### src/rtl/sipo_deserializer_pkg.sv
// Shared definitions for the serial-to-parallel deserializer: FSM state codes
// and the bit-counter width derivation.
package sipo_deserializer_pkg;

  typedef enum logic [1:0] {
    S_IDLE  = 2'd0,
    S_SHIFT = 2'd1,
    S_HOLD  = 2'd2
  } state_t;

  function automatic int cnt_width(input int width);
    return $clog2(width + 1);
  endfunction

endpackage

### src/rtl/sipo_deserializer_bit_counter.sv
// Counts bits accepted into the current word; o_term flags that the next
// accepted bit completes the word.
module sipo_deserializer_bit_counter #(
  parameter int WIDTH = 8,
  parameter int CNT_W = 4
) (
  input  logic             clk,
  input  logic             rst,
  input  logic             i_clr,
  input  logic             i_inc,
  output logic [CNT_W-1:0] o_cnt,
  output logic             o_term
);

  logic [CNT_W-1:0] r_cnt;

  // Bit count register: clear has priority over increment.
  always_ff @(posedge clk) begin
    if (rst) begin
      r_cnt <= '0;
    end else if (i_clr) begin
      r_cnt <= '0;
    end else if (i_inc) begin
      r_cnt <= r_cnt + CNT_W'(1);
    end else begin
      r_cnt <= r_cnt;
    end
  end

  assign o_cnt  = r_cnt;
  assign o_term = (r_cnt == CNT_W'(WIDTH - 1));

endmodule

### src/rtl/sipo_deserializer.sv
// Serial-in parallel-out deserializer: assembles WIDTH-bit words MSB-first
// from a gated bit stream and hands them off with valid/ready.
module sipo_deserializer
  import sipo_deserializer_pkg::*;
#(
  parameter int WIDTH = 8,
  parameter int CNT_W = cnt_width(WIDTH)
) (
  input  logic             clk,
  input  logic             rst,
  input  logic             din,
  input  logic             din_valid,
  output logic [WIDTH-1:0] out_data,
  output logic             out_valid,
  input  logic             out_ready,
  output logic             overrun,
  output logic [CNT_W-1:0] bit_cnt
);

  // Only the WIDTH-1 most recent bits need storing; the newest comes from din.
  localparam int SH_W = (WIDTH > 1) ? WIDTH - 1 : 1;

  state_t           r_state;
  state_t           w_state_next;
  logic [SH_W-1:0]  r_shreg;
  logic [WIDTH-1:0] r_out_data;
  logic             r_out_valid;
  logic             r_overrun;
  logic [WIDTH-1:0] w_shreg_next;
  logic             w_shift;
  logic             w_load;
  logic             w_drop_valid;
  logic             w_overrun;
  logic             w_cnt_clr;
  logic             w_cnt_inc;
  logic             w_cnt_term;

  generate
    if (WIDTH == 1) begin : g_w1
      assign w_shreg_next = din;
    end else begin : g_wn
      assign w_shreg_next = {r_shreg, din};
    end
  endgenerate

  sipo_deserializer_bit_counter #(
    .WIDTH (WIDTH),
    .CNT_W (CNT_W)
  ) u_bit_counter (
    .clk    (clk),
    .rst    (rst),
    .i_clr  (w_cnt_clr),
    .i_inc  (w_cnt_inc),
    .o_cnt  (bit_cnt),
    .o_term (w_cnt_term)
  );

  // Next-state and datapath control decode.
  always_comb begin
    w_state_next = r_state;
    w_shift      = 1'b0;
    w_load       = 1'b0;
    w_drop_valid = 1'b0;
    w_overrun    = 1'b0;
    w_cnt_clr    = 1'b0;
    w_cnt_inc    = 1'b0;
    case (r_state)
      S_IDLE, S_SHIFT: begin
        if (din_valid) begin
          w_shift = 1'b1;
          if (w_cnt_term) begin
            w_load       = 1'b1;
            w_cnt_clr    = 1'b1;
            w_state_next = S_HOLD;
          end else begin
            w_cnt_inc    = 1'b1;
            w_state_next = S_SHIFT;
          end
        end else begin
          w_state_next = r_state;
        end
      end
      S_HOLD: begin
        if (out_ready) begin
          // Handoff; a same-cycle bit starts the next word (or fills it when WIDTH=1).
          if (din_valid) begin
            w_shift = 1'b1;
            if (w_cnt_term) begin
              w_load       = 1'b1;
              w_cnt_clr    = 1'b1;
              w_state_next = S_HOLD;
            end else begin
              w_cnt_inc    = 1'b1;
              w_drop_valid = 1'b1;
              w_state_next = S_SHIFT;
            end
          end else begin
            w_drop_valid = 1'b1;
            w_state_next = S_IDLE;
          end
        end else if (din_valid) begin
          w_overrun = 1'b1;
        end else begin
          w_overrun = 1'b0;
        end
      end
      default: begin
        w_cnt_clr    = 1'b1;
        w_drop_valid = 1'b1;
        w_state_next = S_IDLE;
      end
    endcase
  end

  // State, shift register and registered outputs.
  always_ff @(posedge clk) begin
    if (rst) begin
      r_state     <= S_IDLE;
      r_shreg     <= '0;
      r_out_data  <= '0;
      r_out_valid <= 1'b0;
      r_overrun   <= 1'b0;
    end else begin
      r_state   <= w_state_next;
      r_overrun <= w_overrun;
      if (w_shift) begin
        r_shreg <= w_shreg_next[SH_W-1:0];
      end else begin
        r_shreg <= r_shreg;
      end
      if (w_load) begin
        r_out_data  <= w_shreg_next;
        r_out_valid <= 1'b1;
      end else if (w_drop_valid) begin
        r_out_valid <= 1'b0;
      end else begin
        r_out_valid <= r_out_valid;
      end
    end
  end

  assign out_data  = r_out_data;
  assign out_valid = r_out_valid;
  assign overrun   = r_overrun;

endmodule

### config.mk
export PLATFORM = sky130hd
export DESIGN_NAME = sipo_deserializer
export DESIGN_NICKNAME = d
export VERILOG_FILES = /design/src/rtl/sipo_deserializer_pkg.sv /design/src/rtl/sipo_deserializer_bit_counter.sv /design/src/rtl/sipo_deserializer.sv
export SDC_FILE = /design/constraint.sdc
export NUM_CORES = 1
export LEC_CHECK = 0
export CAP_MARGIN = 40
export CELL_PAD_IN_SITES_DETAIL_PLACEMENT = 1
export CELL_PAD_IN_SITES_GLOBAL_PLACEMENT = 1
export CORE_MARGIN = 3
export CORE_UTILIZATION = 35
export CTS_CLUSTER_SIZE = 10
export DETAILED_ROUTE_END_ITERATION = 8
export PLACE_DENSITY = 0.78
export SLEW_MARGIN = 20
export SYNTH_ARGS = -nofsm -noshare
export SYNTH_HDL_FRONTEND = slang
export SYNTH_HIERARCHICAL = 1
export SYNTH_SLANG_ARGS = --single-unit
### constraint.sdc
create_clock -name clk -period 1.8 [get_ports clk]
set_clock_uncertainty 0.15 [all_clocks]
set_input_delay 0.36 -clock clk [delete_from_list [all_inputs] [get_ports clk]]
set_output_delay 0.36 -clock clk [all_outputs]
set_load 0.02 [all_outputs]
Yosys cells after proc, flatten, opt, wreduce, memory -nomap -nowiden

Cells that the tools add are included.

Divide/modulo/power cells: 0
Order comparisons: 0
Bitwise logic cells: 1
Shifts and indexed selects: 0
Eq/ne operators: 5
Reductions and logical operators: 6
Multiply operators: 0
Add/subtract/negate cells: 1
Multiplexer cells: 22

Operator list:

| cell                                                             | number |
|---|---|
| 1-bit 2-to-1 mux                                                 | 12 |
| 1-bit one-hot mux with 2 select lines                            | 5 |
| 2-bit 2-to-1 mux                                                 | 4 |
| 4-bit by 1-bit adder with 4-bit output (second input constant)   | 1 |
| 4-bit by 3-bit == test with 1-bit output (second input constant) | 1 |
| 2-bit inequality test (second input constant)                    | 2 |
| 2-bit one-hot mux with 2 select lines                            | 1 |
| 2-bit OR reduction                                               | 2 |
| 3-bit OR reduction                                               | 1 |
| 2-bit by 1-bit == test with 1-bit output (second input constant) | 1 |
| 2-bit == test (second input constant)                            | 1 |
| 2-bit zero test                                                  | 1 |
| 2-bit AND reduction                                              | 1 |
| 2-bit nonzero test                                               | 1 |
| 1-bit NOT                                                        | 1 |

Bits in latches: 0
Memory bits (writable): 0
Logic and storage cells: 41
Memory bits (read-only): 0
Bits in registers: 23
Output and inout port bits: 14
Input bits: 5
Memories: 0

Depth between registers and ports, before layout

Depth in word-level cells: 7
Mapped depth: 8
Mapped depth without buffers: 8

Cells and area by module

Netlist, hierarchy kept.

Modules (own cells, without submodules):

| module                        | cells each | seq. area each (µm²) | instances | area each (µm²) |
|---|---|---|---|---|
| sipo_deserializer             | 74         | 380.4                | 1         | 802.0 |
| sipo_deserializer_bit_counter | 19         | 80.1                 | 1         | 185.2 |

Worst setup path before layout

Ideal clock, no wire load.

Kind: register to register
From: reg u_bit_counter.r_cnt[0], in the netlist u_bit_counter/o_cnt[0]
To: reg u_bit_counter.r_cnt[3], in the netlist u_bit_counter/o_cnt[3]
Path buffers: 0
Period minus slack after synthesis: 1.903 ns
Arrival time: 1.630 ns
Setup slack: -0.103 ns
Cell stages (with the launch flop): 9
Cell sequence: dfxtp_1 ha_1 nand2_1 nor2_1 and2_1 o21ai_4 nand2_1 nor3b_1 mux2_1

Longest elaborated chain between the ends: 6
Elaborated cells on any way between the ends: 11
Those cells by class: add/sub: 1; eq/ne: 1; mux: 8; reduce/logical: 1

Ends and longest elaborated chain:

| element                                    | line                                             | RTL |
|---|---|---|
| start: declaration                         | sipo_deserializer_bit_counter.sv:15              | `logic [CNT_W-1:0] r_cnt;` |
| start signal: assignment                   | sipo_deserializer_bit_counter.sv:24              | `r_cnt <= r_cnt + CNT_W'(1);` |
| start signal: assignment                   | sipo_deserializer_bit_counter.sv:26              | `r_cnt <= r_cnt;` |
| 4-bit by 3-bit == test with 1-bit output * | sipo_deserializer_bit_counter.sv:31              | `assign o_term = (r_cnt == CNT_W'(WIDTH - 1));` |
| net w_cnt_term                             | sipo_deserializer.sv:36                          | `logic w_cnt_term;` |
| 1-bit 2-to-1 mux *                         | sipo_deserializer.sv:71, sipo_deserializer.sv:88 |  |
| 1-bit 2-to-1 mux *                         | sipo_deserializer.sv:69                          | `if (din_valid) begin` |
| 1-bit 2-to-1 mux                           | sipo_deserializer.sv:84                          | `if (out_ready) begin` |
| 1-bit one-hot mux with 2 select lines *    | sipo_deserializer.sv:67                          | `case (r_state)` |
| net w_cnt_clr                              | sipo_deserializer.sv:34                          | `logic w_cnt_clr;` |
| 2-bit OR reduction (no line) *             | -                                                |  |

Mark *: on every way through the listed nets, which the timed path passes. The rest lies on a longest branch.
A chain may end at the register's enable or synchronous reset.

Worst setup path in the final report

From: reg r_out_data[1], in the netlist out_data[1]
To: out out_data[1]

RTL lines:

| element                  | line                     | RTL |
|---|---|---|
| start: declaration       | sipo_deserializer.sv:26  | `logic [WIDTH-1:0] r_out_data;` |
| start signal: assignment | sipo_deserializer.sv:132 | `r_out_data <= w_shreg_next;` |
| end: declaration         | sipo_deserializer.sv:13  | `output logic [WIDTH-1:0] out_data,` |

No word-level cell between the ends.

==> results <==
Yosys cell counts:
| cell type | number | area share (%) |
|---|---|---|
| a21oi_1 | 4 | 2.0 |
| ha_1 | 1 | 1.3 |
| nand4bb_1 | 1 | 1.1 |
| or2_2 | 1 | 0.63 |
| o21ai_4 | 1 | 1.6 |
| and2_1 | 1 | 0.63 |
| o21ai_2 | 1 | 0.89 |
| nand2b_1 | 17 | 11 |
| o21ai_0 | 1 | 0.51 |
| mux2_1 | 1 | 1.1 |
| nand2b_4 | 1 | 1.4 |
| dfxtp_1 | 23 | 47 |
| nand4_1 | 1 | 0.63 |
| a21oi_2 | 1 | 0.89 |
| nand3b_1 | 1 | 0.76 |
| nor4b_1 | 1 | 0.89 |
| a221oi_1 | 1 | 0.89 |
| a21boi_2 | 1 | 1.1 |
| nand2_1 | 4 | 1.5 |
| inv_2 | 1 | 0.38 |
| xnor2_1 | 1 | 0.89 |
| mux2i_1 | 16 | 16 |
| nor3_1 | 1 | 0.51 |
| nor2_1 | 4 | 1.5 |
| o211ai_1 | 1 | 0.76 |
| nor3b_1 | 2 | 1.5 |
| and2b_4 | 1 | 1.0 |
| clkbuf_1 | 2 | 0.76 |
| a21bo_2 | 1 | 1.0 |
sequential cells by signal, summed over array words and instances, names as in the netlist:
register,count
out_data,8
out_valid,1
r_shreg,7
u_bit_counter/o_cnt,4
r_state,2
overrun,1
area by class of cell:
cell class,count,area (µm²)
Fill cell,289,1220
Multi-Input combinational cell,67,533
Sequential cell,23,463
Timing Repair Buffer,29,287
Tap cell,30,37.5
Clock buffer,4,26.3
Inverter,1,3.75
routing by layer:
metal / wire [µm] / up-vias
met5: 0 / -
met4: 39 / 0
met3: 67 / 4
met2: 1130 / 10
met1: 957 / 382
li1: - / 382
what timing repair did:
action | 4_1_cts | 5_1_grt
resized for setup | 5 | 12
cloned | 0 | 0
setup endpoints to repair | 5 | 15
setup buffers | 0 | 0
metrics by stage:
stage	util (%)	instances	instance area [µm²]	setup TNS (ps)	power, µW
after CTS	51.2	154	1320	0	868
after floorplan	-	93	990	0	590
final	52.6	154	1350	0	858
after detailed placement	50.4	150	1290	-927	642
after global placement	50.4	150	1290	-318	637
after global routing	52.6	154	1350	-26.5	906
cells by family after synthesis:
kind of cell             count (synthesis)  synth area share [%]
XOR/XNOR                                 1                 0.887
adder cells (fa/ha/maj)                  1                  1.27
flip-flops                              23                  46.6
multiplexers                            17                  17.4
AO/OA/AOI/OAI                           12                  9.76
buffers and inverters                    3                  1.14
AND/OR/NAND/NOR                         36                  22.9
worst register-to-register path, stage by stage (launching register included):
cell and delay (ps):
dfxtp_2 380, ha_2 200, nand2_1 70, nor2_2 110, and2_4 170, o21ai_4 60
nand2_1 110, nor3b_1 70, mux2_1 290
worst max path at each step:
| stage | from | endpoint | cells after the start | slack [ps] |
|---|---|---|---|---|
| detailed placement | out_ready | u_bit_counter/o_cnt[1]$_SDFFE_PP0P_ | 7 | -160 |
| floorplan | u_bit_counter/o_cnt[0]$_SDFFE_PP0P_ | u_bit_counter/o_cnt[3]$_SDFFE_PP0P_ | 8 | 3 |
| CTS | u_bit_counter/o_cnt[0]$_SDFFE_PP0P_ | u_bit_counter/o_cnt[3]$_SDFFE_PP0P_ | 8 | 10 |
| finish | out_data[1]$_SDFFE_PP0P_ | out_data[1] | 1 | 40 |
| global route | u_bit_counter/o_cnt[0]$_SDFFE_PP0P_ | u_bit_counter/o_cnt[3]$_SDFFE_PP0P_ | 8 | -20 |
| global placement | out_ready | u_bit_counter/o_cnt[3]$_SDFFE_PP0P_ | 6 | -90 |
report_power, final:
group | internal, µW | switching, µW | leakage [µW]
Combinational | 55.3 | 48.2 | 0.000479
Sequential | 519 | 7.17 | 0.000187
Clock | 86.2 | 142 | 0.0000150
==> results by group <==
Critical path
  • Worst EP required: 1290 ps
  • Critical Path End Type: output pin
  • Crit-path max FO: 2
  • Crit path max-delay cell type: clkdlybuf4s50_1
  • Crit path max-delay family: buffers and inverters
  • CP Buf/Inv Count: 1
  • Crit path kind: register to output pin
  • Crit start category: register
  • R2R Path Start: u_bit_counter/o_cnt[1]$_SDFFE_PP0P_
  • R2R Setup Slk: 100 ps
  • R2R Path End: u_bit_counter/o_cnt[3]$_SDFFE_PP0P_
  • CP max stage delay: 600 ps
  • Critical path arrival: 1250 ps
  • R2r worst-path depth: 8
  • Crit-path cells: clkdlybuf4s50_1

Cells and area
  • Area growth from synthesis to layout: 36.8%
  • Commonest non-fill, non-tap cell in the layout: dfxtp_1
  • Most frequent cells in the layout: dfxtp_1, nand2b_1, mux2i_1
  • Ant diodes: 0
  • Proportion of layout cells with a drive suffix above 1: 23.4%
  • Final nets: 131

Placement
  • Port bufs: 18
  • Final GP Congestion: 0.709
  • Dpl ws: -156 ps
  • DP HPWL: 1660 µm

Clock tree
  • Clock Path Buffers: 2
  • H-tree levels: 1
  • Clock slew at reported path FFs: 120 ps
  • CTS root buffer: clkbuf_4
  • Clock sinks: 23
  • TritonCTS Buffers: 3
  • Worst-skew pair later-pin latency: 300 ps
  • CTS tree: built
  • CTS Hold Bufs: 0

Floorplan
  • DIE WIDTH: 59.1 µm
  • Row cnt: 18
  • Die Y: 59.1 µm
  • Die area: 0.00349 mm²
  • CORE AREA: 0.00257 mm²
  • Boundary pin count: 19
  • Initial Utilization: 38.5%

Timing
  • Rel. slew slack: 80.3%
  • Post-route setup slack: 41.8 ps
  • Max Slew Vio Count: 0
  • Post-route clock period utilization: 97.7%
  • Slew @ Worst Pin: 295 ps
  • Fmax: 569 MHz
  • Fin Hold WS: 333 ps
  • Fin crit period: 1760 ps
  • Final hold vios: 0
  • Setup Viol. Count Final: 0

Global routing
  • Initial antenna violation count: 0
  • Global-route wire length before repair: 3710 µm
  • All-layer global routing usage: 13.8%
  • GR peak layer: met2
  • Number of global-route vias before repair: 838
  • Total congestion overflow: 0
  • Met3 Use GR: 2.18%
  • Met1 usage in global routing: 16.6%
  • Met2 Use GR: 23.7%
  • Largest net degree at the start of global routing: 17

Detailed routing
  • Vias per std cell: 5.05
  • First-pass DRT Iterations: 3
  • Via count: 778
  • Post-DRT Antenna Nets: 0
  • Routed wire length: 2190 µm
  • Wire length per cell: 14.2 µm
  • Drt drc: 0
  • Initial DRC count: 2

Synth
  • Seq cells post-synth: 23
  • Post-synthesis sequential area ratio: 46.6%
  • Synth warn: 6
  • Netlist cell types: 29
  • Syn Nets: 99
  • Synth Instances: 93
  • Syn avg cell area: 10.6 µm²
  • Post-Synthesis Cell Area: 987 µm²

Power and ir drop
  • Worst vdd ir: 0.353 mV
  • Pwr Density: 635 mW/mm²
  • Static leakage: 0.000681 µW

Min path
  • Hold Path End: out_data[6]$_SDFFE_PP0P_
  • Min-delay src: out_data[6]$_SDFFE_PP0P_
  • Worst Hold Class: register to register
  • Hold depth: 2

Run
  • Max-Cap Viols: 0

Run status
  • Status: complete, no violations
(Power assumes the default switching activity.)
==> RTL edit (same settings) <==
Register the output `overrun` once more, cleared by the reset; this adds one clock of latency there. The other outputs are not delayed to match.
--- a/src/rtl/sipo_deserializer.sv
+++ b/src/rtl/sipo_deserializer.sv
@@ -141,7 +141,13 @@
 
   assign out_data  = r_out_data;
   assign out_valid = r_out_valid;
-  assign overrun   = r_overrun;
+  always_ff @(posedge clk) begin
+    if (rst) begin
+      overrun <= '0;
+    end else begin
+      overrun <= r_overrun;
+    end
+  end
 
 endmodule
 
Behaviour: not the same (Yosys sat finds a counterexample within 10 cycles, from zero or initial values and one cycle with rst high).
==> RTL edit against the original RTL <==
  * Total power is 3.9% higher
  * Cell count decreased by 0.65%
  * Worst setup slack gained 23 ps
  * Die area grew 1.6%
  * Synthesized area rose by 1.8%
  * Count of clock-buffer cells in the layout is the same
  * Routed wire length rose by 1.9%
  * Sequential cell count is 1 higher
  * Design area increased by 0.19%
  * Global-route usage increased by 0.48 points
  * Largest cell class unchanged
  * Highest routed layer unchanged
==> RTL edit: results (changes against the original RTL) <==
| Metric | Value |
|---|---|
| Status | complete, no violations |
| Largest fanout on the critical path | 1 (-1) |
| Arrival @ worst endpoint | 1230 ps (-20 ps) |
| Synth area leaders | dfxtp_1, mux2i_1, nand2b_1 |
| Vias in the first global route | 839 (+0.12%) |
| Actual slew at the worst max-slew pin | 400 ps (+105 ps) |
| Lkg Pwr | 0.000661 uW (-2.9%) |
| Maximum vdd drop | 0.414 mV (+17%) |
| Mux cell area share after synthesis | 0.171 (-0.00303) |
| Pre-antenna DRT Iters | 2 (-1) |
| Dpl cell area | 0.00132 mm2 (+1.8%) |
| Drt initial violations | 17 (+15) |
| Fillers | 297 (+2.8%) |
| Via count | 772 (-0.77%) |
| Post-Synth Adder-Cell Area | 0.0125 (-0.000221) |
| Layout cells sized above 1 | 0.203 (-0.0306) |
| Nets | 130 (-0.76%) |
| H-tree Lvls | 1 (unchanged) |
| DR WL/cell | 14.6 um (+2.6%) |
| Cell-internal power | 682 uW (+3.2%) |
| Complex-gate fraction of the synthesized area | 0.0909 (-0.00668) |
| Post-synthesis sequential area ratio | 0.478 (+0.0118) |
| Synth Area in XOR/XNOR | 0.00872 (-0.000155) |
| GPL Wtd Cong | 0.796 (+12%) |
| First-pass GRT wire length | 3820 um (+3.2%) |
| Root Driver | clkbuf_4 |
| Layout area overhead | 34.6% |
| Top cells by count, synth | dfxtp_1, nand2b_1, mux2i_1, nand2_1, nor2_1 |
| Overall Global Routing Usage | 0.143 (+0.00477) |
| Initial antenna violation count | 0 (unchanged) |
| CTS buffer count | 3 (unchanged) |
| Final Hold Fails | 0 (unchanged) |
| Detailed Place HPWL | 1730 um (+4.5%) |
| Syn nets | 100 (+1.0%) |
[RTL edit: per-stage QoR]
step	setup WS (ps)	hold slack, ps	std cells	power [uW]	setup TNS, ps
finish	64.7	308	153	891	0
global route	7.26	334	153	945	0
floorplan	5.82	264	94	613	0
global placement	-181	271	149	661	-472
CTS	3.44	311	153	906	0
detailed placement	-276	289	149	664	-1070
[RTL edit: layout make-up]
| class | instances | area share |
|---|---|---|
| multi-input cells | 65 | 0.384 |
| repair buffers | 29 | 0.205 |
| inverters | 1 | 0.00278 |
| clock buffers | 4 | 0.0194 |
| well taps | 30 | 0.0278 |
| flip-flops and latches | 24 | 0.361 |
[RTL edit: power groups by stage]
stage	clock network, uW	registers (uW)	logic, uW
2_1_floorplan	0	568	44.6
3_3_place_gp	0	564	96.7
3_5_place_dp	0	565	99.9
4_1_cts	255	553	97.5
5_1_grt	285	555	105
6_report	243	553	95.3
[RTL edit: worst paths after layout]
kind | startpoint | to | slack, ps | depth (start not counted)
worst max-delay path | overrun | overrun | 60 | 1
worst min-delay path | r_overrun | overrun | 310 | 1
worst max register to register | u_bit_counter/o_cnt[0] | u_bit_counter/o_cnt[3] | 110 | 8
worst min register to register | r_overrun | overrun | 310 | 1
[RTL edit: per-layer routing]
metal | vias to the layer above | track usage | part of all wire
li1 | 377 | - | -
met1 | 379 | 0.150 | 0.42
met2 | 12 | 0.275 | 0.53
met3 | 4 | 0.0392 | 0.043
met4 | 0 | 0.0380 | 0.012
met5 | - | 0 | 0
[RTL edit: timing repair]
item / 4_1_cts / 5_1_grt
pin swaps: 0 / 1
resized for setup: 8 / 6
buffers inserted: 0 / 0
hold endpoints to repair: 0 / 0
gates cloned: 0 / 0
setup endpoints to repair: 8 / 6
